===== config.mk =====
export PLATFORM = sky130hd
export DESIGN_NAME = leaf_rx_tx_interface
export DESIGN_NICKNAME = d
export VERILOG_FILES = /design/src/rtl/leaf_rx_tx_interface.sv
export SDC_FILE = /design/constraint.sdc
export NUM_CORES = 1
export LEC_CHECK = 0
export BUFFER_PORTS_ARGS = -buffer_cell sky130_fd_sc_hd__buf_2
export CAP_MARGIN = 5
export CORE_UTILIZATION = 40
export CTS_CLUSTER_DIAMETER = 120
export DETAILED_ROUTE_END_ITERATION = 6
export GPL_ROUTABILITY_DRIVEN = 0
export GPL_TIMING_DRIVEN = 0
export SYNTH_ARGS = -nofsm -noshare
export SYNTH_HDL_FRONTEND = slang
export SYNTH_SLANG_ARGS = --single-unit

===== constraint.sdc =====
create_clock -name clk -period 2.7 [get_ports clk]
set_clock_uncertainty 0.2 [all_clocks]
set_input_delay 0.54 -clock clk [delete_from_list [all_inputs] [get_ports clk]]
set_output_delay 0.54 -clock clk [all_outputs]
set_load 0.03 [all_outputs]

===== src/rtl/leaf_rx_tx_interface.sv =====
// Leaf-side BFT interface: RX packets unpack into a FWFT FIFO, TX stream is packetized to the BFT.
// Optional statistics counters (rx_cnt, bounce_cnt) are enabled with `define LEAF_IF_STATS_EN.
module leaf_rx_tx_interface #(
    parameter int FIFO_DEPTH = 16,
    parameter int PTR_W      = 4
) (
    input  logic        clk,
    input  logic        reset_n,
    input  logic [48:0] din_leaf_bft2interface,
    output logic [48:0] dout_leaf_interface2bft,
    output logic        resend,
    output logic [31:0] m_data,
    output logic        m_valid,
    input  logic        m_ready,
    input  logic [31:0] s_data,
    input  logic        s_valid,
    output logic        s_ready
`ifdef LEAF_IF_STATS_EN
    ,
    output logic [15:0] rx_cnt,
    output logic [15:0] bounce_cnt
`endif
);

    localparam logic [PTR_W:0] FULL_CNT = (PTR_W + 1)'(FIFO_DEPTH);

    logic [31:0]      mem [FIFO_DEPTH];
    logic [PTR_W-1:0] wr_ptr;
    logic [PTR_W-1:0] rd_ptr;
    logic [PTR_W:0]   count;
    logic             cfg_valid;
    logic [4:0]       dest_leaf;
    logic [3:0]       dest_port;

    logic             rx_vld;
    logic             rx_cfg;
    logic             rx_data;
    logic             full;
    logic             bounce_now;
    logic             push;
    logic             pop;
    logic             tx_fire;
    logic [48:0]      dout_nxt;

    assign rx_vld     = din_leaf_bft2interface[48];
    assign rx_cfg     = rx_vld && (din_leaf_bft2interface[42:39] == 4'd0);
    assign rx_data    = rx_vld && (din_leaf_bft2interface[42:39] != 4'd0);
    // Fullness is judged on the registered count, so a same-cycle pop cannot rescue a push.
    assign full       = (count == FULL_CNT);
    assign bounce_now = rx_data && full;
    assign push       = rx_data && !full;
    assign m_valid    = (count != '0);
    assign m_data     = mem[rd_ptr];
    assign pop        = m_valid && m_ready;
    assign s_ready    = cfg_valid && !bounce_now;
    assign tx_fire    = s_valid && s_ready;

    always_comb begin
        dout_nxt = '0;
        if (bounce_now) begin
            dout_nxt     = din_leaf_bft2interface;
            dout_nxt[38] = 1'b1;
        end else if (tx_fire) begin
            dout_nxt = {1'b1, dest_leaf, dest_port, 1'b0, 6'b0, s_data};
        end
    end

    always_ff @(posedge clk) begin
        if (push) begin
            mem[wr_ptr] <= din_leaf_bft2interface[31:0];
        end
    end

    always_ff @(posedge clk or negedge reset_n) begin
        if (!reset_n) begin
            wr_ptr                  <= '0;
            rd_ptr                  <= '0;
            count                   <= '0;
            cfg_valid               <= 1'b0;
            dest_leaf               <= '0;
            dest_port               <= '0;
            dout_leaf_interface2bft <= '0;
            resend                  <= 1'b0;
        end else begin
            dout_leaf_interface2bft <= dout_nxt;
            resend                  <= bounce_now;
            if (push) begin
                wr_ptr <= wr_ptr + 1'b1;
            end
            if (pop) begin
                rd_ptr <= rd_ptr + 1'b1;
            end
            if (push && !pop) begin
                count <= count + 1'b1;
            end else if (pop && !push) begin
                count <= count - 1'b1;
            end
            if (rx_cfg) begin
                cfg_valid <= 1'b1;
                dest_leaf <= din_leaf_bft2interface[8:4];
                dest_port <= din_leaf_bft2interface[3:0];
            end
        end
    end

`ifdef LEAF_IF_STATS_EN
    always_ff @(posedge clk or negedge reset_n) begin
        if (!reset_n) begin
            rx_cnt     <= '0;
            bounce_cnt <= '0;
        end else begin
            if (push && (rx_cnt != 16'hFFFF)) begin
                rx_cnt <= rx_cnt + 1'b1;
            end
            if (bounce_now && (bounce_cnt != 16'hFFFF)) begin
                bounce_cnt <= bounce_cnt + 1'b1;
            end
        end
    end
`endif

endmodule


==> reports/qor.yml <==
clk_path_buf_depth: 3
cts_tree: "yes"
post-route-period-util_pct: 120
start_util_pct: 40.6
ys_ff_latch: 584
finalHoldViolCount: 0
hp-class: "input pin to register"
reg2reg_depth: 12
finalCriticalPeriod_ns: 3.23
hp-start: "s_data[10]"
wl_per_cell_um: 24.5
crit_path_start_kind: "register"
synthCells: 1140
worstReg2RegStart: "count[1]"
final_cell_area_mm2: 0.0292
max_cap_viol_count: 0
drv_slew: 0
route.detailed.drc: 0
vias: 12100
violations: "setup timing"
slew-limit-headroom_pct: 46.8
insertion_delay_ns: 0.60
drive_above_1_share_pct: 39.6
dr.pass1.iters: 5
holdWs_ns: 0.0138
track_usage_pct: 19.2
setup_viol: 33
antenna_left: 0
critPathArrivalTime_ns: 2.49
top_layer_used: "met4"
port_buffers: 167
die_area_mm2: 0.0570
leakagePower_uw: 0.0105
syn_nets: 1235
layout.cells.non_filler: 2258
area_growth_pct: 30.1
crit_type: "register to output port"
antennaDiodeCount: 0
row_count: 86
syn_area_per_cell_um2: 19.7
critPathMostFrequentCell: "buf_16"
tightest_slew_ns: 0.797
die_width_um: 239
power.total_uw: 32700
wl_met3_um: 2910
dr_wl_met2_um: 26600
ff2ff_setup_slack_ns: 0.07
place_inst: 2072
grt_pass1_wl_um: 80300
cts_sinks: 584
htree_levels: 2
hold_path_depth: 2
fmax_ghz: 0.309
wl_um: 55200
critPathTopFamily: "buffers and inverters"
critPathBufInv: 5
numCtsBuffers: 58
synth-main-ff-cell: "edfxtp_1"
async_reset_ff_share_pct: 12.3
core-area_mm2: 0.0552
rsz0062_at_grt: "yes"
synth_edf_count: 512
cts.clk_slew.worst_paths_ns: 0.06
crit_fanout: 7
die_h_um: 239
synth.distinct_cells: 35
syn_area_mm2: 0.0224
path_depth: 8
required_ns: 1.96
outcome: "finished, violations left"
drt_iter0_drc: 858
cp-end-kind: "output port"
first_global_vias: 12600
m1WireLength_um: 24600
cpMaxStageDelayCell: "mux4_2"
yosys_warnings: 0
dpl_cell_area_mm2: 0.0246
ioPinCount: 169
cp_cell_sequence: "buf_8 -> buf_16 -> buf_16 -> buf_12 -> mux4_2 -> a22oi_2 -> nand2_1 -> buf_4"
setup.worst_path.start: "rd_ptr[0]"
via_per_inst: 5.36
antenna_found_initial: 0
crit_path_max_incr_delay_ns: 0.50
hold_end: "dout_leaf_interface2bft[10]"
yosysSeqAreaShare_pct: 76.7
ir_drop_mv: 0.624
layout_setup_ws_ns: -0.533
layout.nets: 1555
clockRootBuffer: "clkbuf_16"
dp_hpwl_um: 33500
rr_endpoint: "count[4]"
grt_max_degree: 54
overflow: 0
power_density_mw_per_mm2: 1120
finish.utilization_pct: 52.8
report_power, final:
| part | internal, µW | switching (µW) | leakage [µW] |
|---|---|---|---|
| clock | 4540 | 3390 | 0.000942 |
| sequential | 10800 | 325 | 0.00555 |
| combinational | 5970 | 7630 | 0.00397 |
| total | 21300 | 11300 | 0.0105 |
area by class of cell:
class | count | area, µm²
buffer | 63 | 741
clock buffer | 78 | 1640
clock inverter | 32 | 253
fill | 4251 | 26000
inverter | 10 | 42.5
multi-input combinational | 482 | 6000
sequential | 584 | 17200
tap | 748 | 936
timing repair buffer | 261 | 2360
worst max-delay path by stage:
stage	endpoint	slack, ns
5_1_grt	m_data[20]	-0.63
6_report	m_data[20]	-0.53
3_5_place_dp	m_data[16]	-0.55
4_1_cts	m_data[6]	-0.58
3_3_place_gp	mem[15][14]	-2.09
2_1_floorplan	mem[12][0]	-0.38
flip-flops by register name, indices dropped and copies added (netlist names):
register,flops
dest_port,4
count,5
rd_ptr,4
dout_leaf_interface2bft,49
dest_leaf,5
cfg_valid,1
wr_ptr,4
mem,512
cell families (layout without fill, tap and decap cells):
kind of cell / count (synthesis) / count (layout) / share of synthesized area (%)
flip-flops: 584 / 584 / 76.7
multiplexers: 204 / 204 / 12.7
AO/OA/AOI/OAI: 179 / 179 / 6.22
AND/OR/NAND/NOR: 79 / 79 / 1.79
buffers and inverters: 74 / 444 / 1.60
adder cells (fa/ha/maj): 10 / 10 / 0.592
XOR/XNOR: 10 / 10 / 0.391
layer usage:
metal	GRT usage, %	up-vias
met5	0	-
li1	-	5343
met3	3.68	74
met4	4.80	0
met1	26.8	6354
met2	31.1	326
Yosys cell counts, drive strengths merged (3+ instances only):
cell type	instances	area share, %
xnor2	8	0.31
mux2i	129	5.8
nand2	40	0.67
a22oi	32	1.1
o21ai	35	0.78
a21oi	3	0.084
a22o	41	1.6
dfrtp	72	8.0
and2	19	0.53
mux4	64	6.4
ha	9	0.50
mux2	11	0.55
inv	10	0.17
buf	44	1.1
a221oi	64	2.5
edfxtp	512	69
nor2	7	0.12
clkbuf	20	0.34
cells in the final DEF, fill, tap and decap left out, types with 24 or more instances in the layout:
master	count
edfxtp_1	512
buf_2	142
mux2i_1	100
clkbuf_16	68
dfrtp_1	67
mux4_2	64
dlygate4sd3_1	46
a22o_1	41
buf_6	40
a221oi_2	34
nand2_1	32
buf_12	30
a221oi_4	30
mux2i_2	28
a22oi_2	26
buf_4	24
through the flow:
stage | setup slack, ns | setup TNS [ns]
2_1_floorplan | -0.377 | -48.26
3_3_place_gp | -2.09 | -651.91
3_5_place_dp | -0.547 | -63.23
4_1_cts | -0.578 | -16.92
5_1_grt | -0.633 | -18.92
6_report | -0.533 | -15.29
repair_timing:
action	CTS	global route
endpoints found under the setup margin	174	169
pin swaps	33	95
gates cloned	2	8
hold endpoints to repair	108	0
hold buffers	46	0
gates resized for setup	275	130
buffers inserted	15	6
Note: power is estimated with default switching activity, not from simulation.
